--- config.mk ---
export PLATFORM = sky130hd
export DESIGN_NAME = muldiv_seq
export DESIGN_NICKNAME = d
export VERILOG_FILES = /design/src/rtl/muldiv_seq_pkg.sv /design/src/rtl/muldiv_div_core.sv /design/src/rtl/muldiv_seq.sv
export SDC_FILE = /design/constraint.sdc
export NUM_CORES = 2
export LEC_CHECK = 0
export CORE_MARGIN = 3
export CORE_UTILIZATION = 25
export CTS_CLUSTER_DIAMETER = 30
export DETAILED_ROUTE_END_ITERATION = 10
export GPL_TIMING_DRIVEN = 0
export PLACE_DENSITY = 0.41
export SYNTH_ARGS = -nofsm -noshare
export SYNTH_HDL_FRONTEND = slang
export SYNTH_HIERARCHICAL = 1
export SYNTH_SLANG_ARGS = --single-unit
--- constraint.sdc ---
create_clock -name iCLK -period 18.2 [get_ports iCLK]
set_clock_uncertainty 0.15 [all_clocks]
set_input_delay 1.82 -clock iCLK [delete_from_list [all_inputs] [get_ports iCLK]]
set_output_delay 1.82 -clock iCLK [all_outputs]
set_load 0.1 [all_outputs]
--- src/rtl/muldiv_seq_pkg.sv ---
// ============================================================================
//  Module      : muldiv_seq_pkg
//  Description : Shared RV32M operation codes, result constant and opcode
//                classification helpers for the multi-cycle mul/div unit.
//  Revision    : 1.0 - initial release
// ============================================================================
`timescale 1ns/1ps
`default_nettype none

package muldiv_seq_pkg;

    // RV32M operation codes carried on the 5-bit control bus
    localparam logic [4:0] OPMUL    = 5'h10;
    localparam logic [4:0] OPMULH   = 5'h11;
    localparam logic [4:0] OPMULHU  = 5'h12;
    localparam logic [4:0] OPMULHSU = 5'h13;
    localparam logic [4:0] OPDIV    = 5'h14;
    localparam logic [4:0] OPDIVU   = 5'h15;
    localparam logic [4:0] OPREM    = 5'h16;
    localparam logic [4:0] OPREMU   = 5'h17;

    localparam logic [31:0] ZERO = 32'h0000_0000;

    function automatic logic is_mul_op(input logic [4:0] op);
        return (op == OPMUL) || (op == OPMULH) || (op == OPMULHU) || (op == OPMULHSU);
    endfunction

    function automatic logic is_div_op(input logic [4:0] op);
        return (op == OPDIV) || (op == OPDIVU) || (op == OPREM) || (op == OPREMU);
    endfunction

endpackage

`default_nettype wire

--- src/rtl/muldiv_div_core.sv ---
// ============================================================================
//  Module      : muldiv_div_core
//  Description : Restoring divider datapath, one quotient bit per i_step.
//                Operates on unsigned magnitudes; sign handling is external.
//  Ports       : clk, rst        - clock, synchronous active-high reset
//                i_load          - capture dividend/divisor, clear remainder
//                i_step          - perform one shift/compare/subtract
//                i_dividend/i_divisor - operand magnitudes
//                o_quotient/o_remainder - results after 32 steps
//  Revision    : 1.0 - initial release
// ============================================================================
`timescale 1ns/1ps
`default_nettype none

module muldiv_div_core (
    input  logic        clk,
    input  logic        rst,
    input  logic        i_load,
    input  logic        i_step,
    input  logic [31:0] i_dividend,
    input  logic [31:0] i_divisor,
    output logic [31:0] o_quotient,
    output logic [31:0] o_remainder
);

    logic [31:0] r_rem;
    logic [31:0] r_quo;
    logic [31:0] r_div;
    logic [32:0] w_shift;
    logic [32:0] w_diff;
    logic        w_ge;

    // Partial remainder shifted left with the next dividend bit; 33 bits wide
    // because the shifted remainder can exceed 32 bits before subtraction.
    assign w_shift = {r_rem, r_quo[31]};
    assign w_diff  = w_shift - {1'b0, r_div};
    assign w_ge    = ~w_diff[32];

    always_ff @(posedge clk) begin
        if (rst) begin
            r_rem <= 32'h0;
            r_quo <= 32'h0;
            r_div <= 32'h0;
        end else if (i_load) begin
            r_rem <= 32'h0;
            r_quo <= i_dividend;
            r_div <= i_divisor;
        end else if (i_step) begin
            r_quo <= {r_quo[30:0], w_ge};
            r_rem <= w_ge ? w_diff[31:0] : w_shift[31:0];
        end
    end

    assign o_quotient  = r_quo;
    assign o_remainder = r_rem;

endmodule

`default_nettype wire

--- src/rtl/muldiv_seq.sv ---
// ============================================================================
//  Module      : muldiv_seq
//  Description : Multi-cycle RV32M sequencer. Pipelined multiply
//                (MUL_STAGES stages), restoring 32-cycle divide plus a
//                sign-fix cycle, single-cycle divide special cases.
//  Ports       : iCLK, iRST (sync, active-high)
//                iValid/oReady - request handshake, accept on both high
//                iControl, iA, iB - opcode and operands, latched at accept
//                iFlush        - abort in-flight operation
//                oValid/oResult - one-cycle result pulse, result held
//  Revision    : 1.0 - initial release
// ============================================================================
`timescale 1ns/1ps
`default_nettype none

module muldiv_seq
    import muldiv_seq_pkg::*;
#(
    parameter int MUL_STAGES = 2
) (
    input  logic        iCLK,
    input  logic        iRST,
    input  logic        iValid,
    output logic        oReady,
    input  logic [4:0]  iControl,
    input  logic [31:0] iA,
    input  logic [31:0] iB,
    input  logic        iFlush,
    output logic        oValid,
    output logic [31:0] oResult
);

    typedef enum logic [1:0] {
        S_IDLE = 2'd0,
        S_MUL  = 2'd1,
        S_DIV  = 2'd2,
        S_DONE = 2'd3
    } state_t;

    localparam logic [5:0] c_MUL_LAST = 6'(MUL_STAGES - 1);
    localparam logic [5:0] c_DIV_FIX  = 6'd32;

    state_t      r_state;
    logic [5:0]  r_cnt;
    logic [31:0] r_a;
    logic [31:0] r_b;
    logic [4:0]  r_op;
    logic        r_negq;
    logic        r_negr;
    logic        r_valid;
    logic [31:0] r_result;

    // ---------------- accept-time decode (on live inputs) ----------------
    logic        w_accept;
    logic        w_is_mul;
    logic        w_is_div;
    logic        w_signed_div;
    logic        w_is_rem;
    logic        w_special;
    logic [31:0] w_special_res;
    logic [31:0] w_mag_a;
    logic [31:0] w_mag_b;

    assign oReady       = (r_state == S_IDLE) && !iRST;
    assign w_accept     = iValid && oReady && !iFlush;
    assign w_is_mul     = is_mul_op(iControl);
    assign w_is_div     = is_div_op(iControl);
    assign w_signed_div = (iControl == OPDIV) || (iControl == OPREM);
    assign w_is_rem     = (iControl == OPREM) || (iControl == OPREMU);
    assign w_special    = w_is_div && ((iB == 32'h0) ||
                          (w_signed_div && iA == 32'h8000_0000 && iB == 32'hFFFF_FFFF));
    // Divide by zero: all-ones quotient, dividend as remainder.
    // Signed overflow: quotient is the dividend, remainder zero.
    assign w_special_res = (iB == 32'h0) ? (w_is_rem ? iA : 32'hFFFF_FFFF)
                                         : (w_is_rem ? ZERO : 32'h8000_0000);
    assign w_mag_a = (w_signed_div && iA[31]) ? (~iA + 32'd1) : iA;
    assign w_mag_b = (w_signed_div && iB[31]) ? (~iB + 32'd1) : iB;

    // ---------------- divider datapath ----------------
    logic        w_div_load;
    logic        w_div_step;
    logic [31:0] w_quo;
    logic [31:0] w_rem;
    logic [31:0] w_div_res;
    logic        w_op_rem;

    assign w_div_load = w_accept && w_is_div && !w_special;
    assign w_div_step = (r_state == S_DIV) && (r_cnt != c_DIV_FIX) && !iFlush;
    assign w_op_rem   = (r_op == OPREM) || (r_op == OPREMU);
    assign w_div_res  = w_op_rem ? (r_negr ? (~w_rem + 32'd1) : w_rem)
                                 : (r_negq ? (~w_quo + 32'd1) : w_quo);

    muldiv_div_core u_div_core (
        .clk         (iCLK),
        .rst         (iRST),
        .i_load      (w_div_load),
        .i_step      (w_div_step),
        .i_dividend  (w_mag_a),
        .i_divisor   (w_mag_b),
        .o_quotient  (w_quo),
        .o_remainder (w_rem)
    );

    // ---------------- product pipeline ----------------
    // Operands are sign- or zero-extended to 64 bits; the low 64 bits of the
    // unsigned product are then the correct two's-complement product.
    logic        w_a_sx;
    logic        w_b_sx;
    logic [63:0] w_ea;
    logic [63:0] w_eb;
    logic [63:0] w_pstage [MUL_STAGES];
    logic [63:0] w_prod_final;
    logic [31:0] w_mul_res;

    assign w_a_sx = ((r_op == OPMUL) || (r_op == OPMULH) || (r_op == OPMULHSU)) && r_a[31];
    assign w_b_sx = ((r_op == OPMUL) || (r_op == OPMULH)) && r_b[31];
    assign w_ea   = {{32{w_a_sx}}, r_a};
    assign w_eb   = {{32{w_b_sx}}, r_b};
    assign w_pstage[0] = w_ea * w_eb;

    // The result register is the last stage, so MUL_STAGES-1 extra registers.
    generate
        for (genvar s = 1; s < MUL_STAGES; s++) begin : g_pipe
            logic [63:0] r_p;
            always_ff @(posedge iCLK) begin
                r_p <= w_pstage[s-1];
            end
            assign w_pstage[s] = r_p;
        end
    endgenerate

    assign w_prod_final = w_pstage[MUL_STAGES-1];
    assign w_mul_res    = (r_op == OPMUL) ? w_prod_final[31:0] : w_prod_final[63:32];

    // ---------------- control FSM ----------------
    always_ff @(posedge iCLK) begin
        if (iRST) begin
            r_state  <= S_IDLE;
            r_cnt    <= 6'd0;
            r_a      <= 32'h0;
            r_b      <= 32'h0;
            r_op     <= 5'h0;
            r_negq   <= 1'b0;
            r_negr   <= 1'b0;
            r_valid  <= 1'b0;
            r_result <= ZERO;
        end else begin
            r_valid <= 1'b0;
            if (iFlush) begin
                r_state <= S_IDLE;
                r_cnt   <= 6'd0;
            end else begin
                case (r_state)
                    S_IDLE: begin
                        if (w_accept) begin
                            r_a    <= iA;
                            r_b    <= iB;
                            r_op   <= iControl;
                            r_negq <= w_signed_div && (iA[31] ^ iB[31]);
                            r_negr <= w_signed_div && iA[31];
                            r_cnt  <= 6'd0;
                            if (w_is_mul) begin
                                r_state <= S_MUL;
                            end else if (w_is_div && !w_special) begin
                                r_state <= S_DIV;
                            end else begin
                                r_state  <= S_DONE;
                                r_valid  <= 1'b1;
                                r_result <= w_is_div ? w_special_res : ZERO;
                            end
                        end
                    end
                    S_MUL: begin
                        if (r_cnt == c_MUL_LAST) begin
                            r_state  <= S_DONE;
                            r_valid  <= 1'b1;
                            r_result <= w_mul_res;
                            r_cnt    <= 6'd0;
                        end else begin
                            r_cnt <= r_cnt + 6'd1;
                        end
                    end
                    S_DIV: begin
                        // Count 32 is the sign-fix cycle after the last step.
                        if (r_cnt == c_DIV_FIX) begin
                            r_state  <= S_DONE;
                            r_valid  <= 1'b1;
                            r_result <= w_div_res;
                            r_cnt    <= 6'd0;
                        end else begin
                            r_cnt <= r_cnt + 6'd1;
                        end
                    end
                    S_DONE: begin
                        r_state <= S_IDLE;
                    end
                    default: begin
                        r_state <= S_IDLE;
                    end
                endcase
            end
        end
    end

    assign oValid  = r_valid;
    assign oResult = r_result;

endmodule

`default_nettype wire

==> results.md <==
Global routing:
- The aggregate global-route resource usage is 0.2128.
- The number of global-route vias before repair was 46.66k.
- The number of antenna violations at the first check in global routing is 37.
- The remaining global-route overflow is 0.
- Entering global routing, the biggest net connects 24 pins.
- The global-route wire length before repair is 336100 um.

Die:
- The die boundary width is 469.1 um.
- The floorplan step defined a core boundary enclosing 212700 sq um.
- The die covers 220100 sq um.
- The number of I/O pins is 107.
- The floorplan step set the die height to 469.1 um.
- The effective utilization at floorplan is 0.2521.
- The number of cell rows is 169.

Placement:
- The estimated wirelength of the detail-placed design is 198000 um.
- The routability-driven placement congestion ratio is 0.9530.
- In this run, placement finished with an instance count of 9101.
- The total of buffers placed on input and output ports is 104.

Setup path:
- The last element of the critical path is g_pipe[1].r_p[61]$_DFF_P_.
- The startpoint of the most critical setup path is r_a[31]$_SDFFE_PP0P_.
- The launching point of the worst reg2reg path is r_a[31]$_SDFFE_PP0P_.
- STA puts the critical path data required time at 18.52 ns.
- The setup slack of the most critical reg-to-reg path is 5.91 ns.
- Along the worst path, the maximum fanout reaches 10.
- The slowest stage of the critical path belongs to the cell fa_1.
- The delay contributed by the slowest stage of the critical path is 1.08 ns.
- Together, buffers and inverters on the worst path number 6.
- The category of the worst setup path capture point is a flip-flop.
- The endpoint arrival time on the critical path is 12.61 ns.
- The element type at the critical path start is a flip-flop.
- The category of cells accounting for the largest share of critical-path delay is adder cells.
- The instance count on the critical path is 26.
- The cell that appears most often on the critical path is fa_1.
- In this run the critical register-to-register path is captured at g_pipe[1].r_p[61]$_DFF_P_.
- The type of the setup path with the least slack is flip-flop to flip-flop.
- The number of cell instances on the worst register-to-register path is 26.

Synth:
- The synthesis-stage register bit count is 272.
- A synthesized cell averages 8.682 sq um.
- The number of warnings reported in the yosys synthesis log is 6.
- In the synthesized netlist, the cells that appear most often are inv_1 (1233), fa_1 (1126), nand2_1 (1064).
- Summing every instance area after synthesis gives 53620 sq um.
- After synthesis, the share of flip-flops with an asynchronous set or reset is 0.
- Yosys mapped a number of flops with a built-in enable equal to 0.
- After technology mapping, the gate count stands at 6176.
- Yosys mapped the design onto 92 distinct sky130hd cell types.
- When the netlist entered floorplanning its net count stood at 7631.
- In the synthesized netlist the dominant register cell turns out to be dfxtp_1.
- For this run, the register share of the synthesized area comes to 0.1016.
- By instance count, the leading cell after synthesis is inv_1.
- After synthesis, the cell types taking the most area are fa_1 (42%), dfxtp_1 (10%), inv_1 (8.6%), nand2_1 (7.4%), ha_1 (6.0%).
- The fraction of synthesized cell area taken by the top area cell type is 0.4204.
- The most area-hungry cell type in the Yosys netlist is fa_1.

Clock tree:
- The number of setup buffers added after CTS is 0.
- After clock tree synthesis, the flow added hold-fix buffers numbering 0.
- The number of clock buffers added by TritonCTS is 78.
- The later pin in the worst-skew pair is clocked with a latency of 0.62 ns.
- The clock slew at the register clock pins of the worst setup and hold paths is 0.04 ns.
- The clock passes through at most 3 buffers.
- The clock tree synthesis step divided the H-tree into 3 levels.
- The TritonCTS sink count is 272.
- The CTS tree is built.
- After clock tree synthesis, the repair step resized 0 gates.
- The tree is rooted in a clkbuf_16.

Timing:
- The share of the clock period used by the worst path after layout is 0.6753.
- The worst hold slack is 0.3281 ns.
- The total count of hold-check failures in the final report is 0.
- Setup repair after global routing left no endpoint under its margin.
- At the pin with the least slew margin, the transition time is 1.509 ns.
- The worst path needs 12.29 ns of the cycle, external delays included.
- In the final timing run, aggregate negative setup slack is 0 ns.
- The final number of setup-violating endpoints is 0.
- The relative slew slack is -0.005900.
- Timing would allow up to 0.08137 GHz.
- The max-slew violation count was 11.

Power:
- Of the total power, the clock network draws 0.428.
- Summed over all nets, the switching power comes to 1.315 mW.
- In this run the power density over the cells is 54.69 nW/um^2.
- The worst-case vdd ir drop is 0.05863 mV.
- The switching share of power is 0.3944.
- The static leakage is 26.90 nW.
- The sequential power share is 0.218.
- The internal power of the cells is 2.019 mW.
- Of the total power, combinational logic draws 0.354.

Cells and area:
- For this run, the post-layout net count is 7815.
- The growth of design area from synthesis to finish is 13.71%.
- Fill cells in the final layout number 23.05k.
- The final design utilization is 0.2866.
- The area of the multi-input gates is 42140 sq um.
- In the final layout, flip-flops and latches occupy 5445 sq um.
- The share of layout cells above drive strength 1 is 0.03332.
- The finished layout holds 9254 standard cells, fillers aside.

Route:
- Using the TritonRoute via totals, the vias-per-cell ratio works out to 4.716.
- The number of routed nets with antenna violations is 0.
- The total routed wirelength is 233800 um.
- The detail-routed net length per standard cell is 25.26 um.
- The remaining routing DRC violations is 0.
- The first-iteration detailed-routing DRC count is 3306.
- The via total after detailed routing is 43.64k.
- The first-pass iteration count of the detailed router is 5.

Run status:
- The run finished, with violations left.
- The checks that failed: capacitance limit, slew limit.

Run:
- The tool flagged a number of max-cap violations equal to 2.

Worst hold path:
- The path category of the worst min-delay check is flip-flop to flip-flop.
## cells in the final DEF, fill, tap and decap left out, drive strengths merged, types with 39 or more instances in the layout
cell type         n
fa             1126
xor2             90
and2            329
mux2i           107
nand2          1064
nor3             39
a21oi           185
clkbuf          433
o21ai           152
nor2            275
a21o             51
clkdlybuf4s50   104
dfxtp           272
nand3b           73
inv            1243
ha              256
xnor2           133
## power groups by stage
| stage | Sequential, mW | Combinational, mW | Clock (mW) |
|---|---|---|---|
| 2_1_floorplan | 0.742 | 0.656 | 0 |
| 3_3_place_gp | 0.733 | 1.17 | 0 |
| 3_5_place_dp | 0.733 | 1.17 | 0 |
| 4_1_cts | 0.724 | 1.18 | 1.45 |
| 5_1_grt | 0.728 | 1.27 | 1.48 |
| 6_report | 0.727 | 1.18 | 1.43 |
## worst min path at each step
| stage | from | end | slack, ns | depth (start not counted) |
|---|---|---|---|---|
| floorplan | r_op[3]$_SDFFE_PP0P_ | r_op[3]$_SDFFE_PP0P_ | 0.29 | 2 |
| global placement | r_op[3]$_SDFFE_PP0P_ | r_op[3]$_SDFFE_PP0P_ | 0.31 | 2 |
| detailed placement | r_op[3]$_SDFFE_PP0P_ | r_op[3]$_SDFFE_PP0P_ | 0.32 | 2 |
| CTS | r_op[3]$_SDFFE_PP0P_ | r_op[3]$_SDFFE_PP0P_ | 0.33 | 2 |
| global route | r_op[3]$_SDFFE_PP0P_ | r_op[3]$_SDFFE_PP0P_ | 0.37 | 2 |
| finish | r_op[3]$_SDFFE_PP0P_ | r_op[3]$_SDFFE_PP0P_ | 0.33 | 2 |
## layout make-up
class,instances,area share
multi-input combinational,4314,0.6912
sequential,272,0.08931
inverter,1235,0.07604
tap,2821,0.05789
clock buffer,104,0.03663
buffer,355,0.02292
timing repair buffer,104,0.01707
clock inverter,38,0.008476
antenna,11,0.0004515
## sequential cells by signal, indices dropped and copies added, names as in the netlist, 5 cells and up
register / count
u_div_core/r_div: 32
oResult: 32
r_cnt: 6
g_pipe.r_p: 64
u_div_core/o_remainder: 32
r_op: 5
r_a: 32
u_div_core/o_quotient: 32
r_b: 32
## per-stage QoR
stage	area [sq um]	setup WS, ns	power (mW)
after floorplan	53620	9.819	1.398
after CTS	60940	5.971	3.353
after detailed placement	58190	5.994	1.903
after global placement	58190	5.992	1.906
final	60970	5.910	3.335
after global routing	60960	5.549	3.478
## layer usage
metal,wire length (um),track usage,vias to the layer above
met1,104500,0.2942,22840
met3,13900,0.03064,283
met2,106500,0.3413,1376
li1,-,-,19130
met4,8776,0.06972,6
met5,50,0,-
## tightest hold or removal path: stages (launching register included)
cell      delay [ns]
dfxtp_1         0.30
nand3b_1        0.08
nand2_1         0.05
## kinds of logic after synthesis
kind of cell	Yosys count	synth area share
DFF	272	0.1016
xor gates and xnor gates	223	0.03678
adders and majority gates	1382	0.4802
AOI/OAI and AO/OA	640	0.07979
and+or+nand+nor	1960	0.1688
muxes	109	0.02040
buffers and inverters	1590	0.1125
Power figures use the tool's default switching activity.
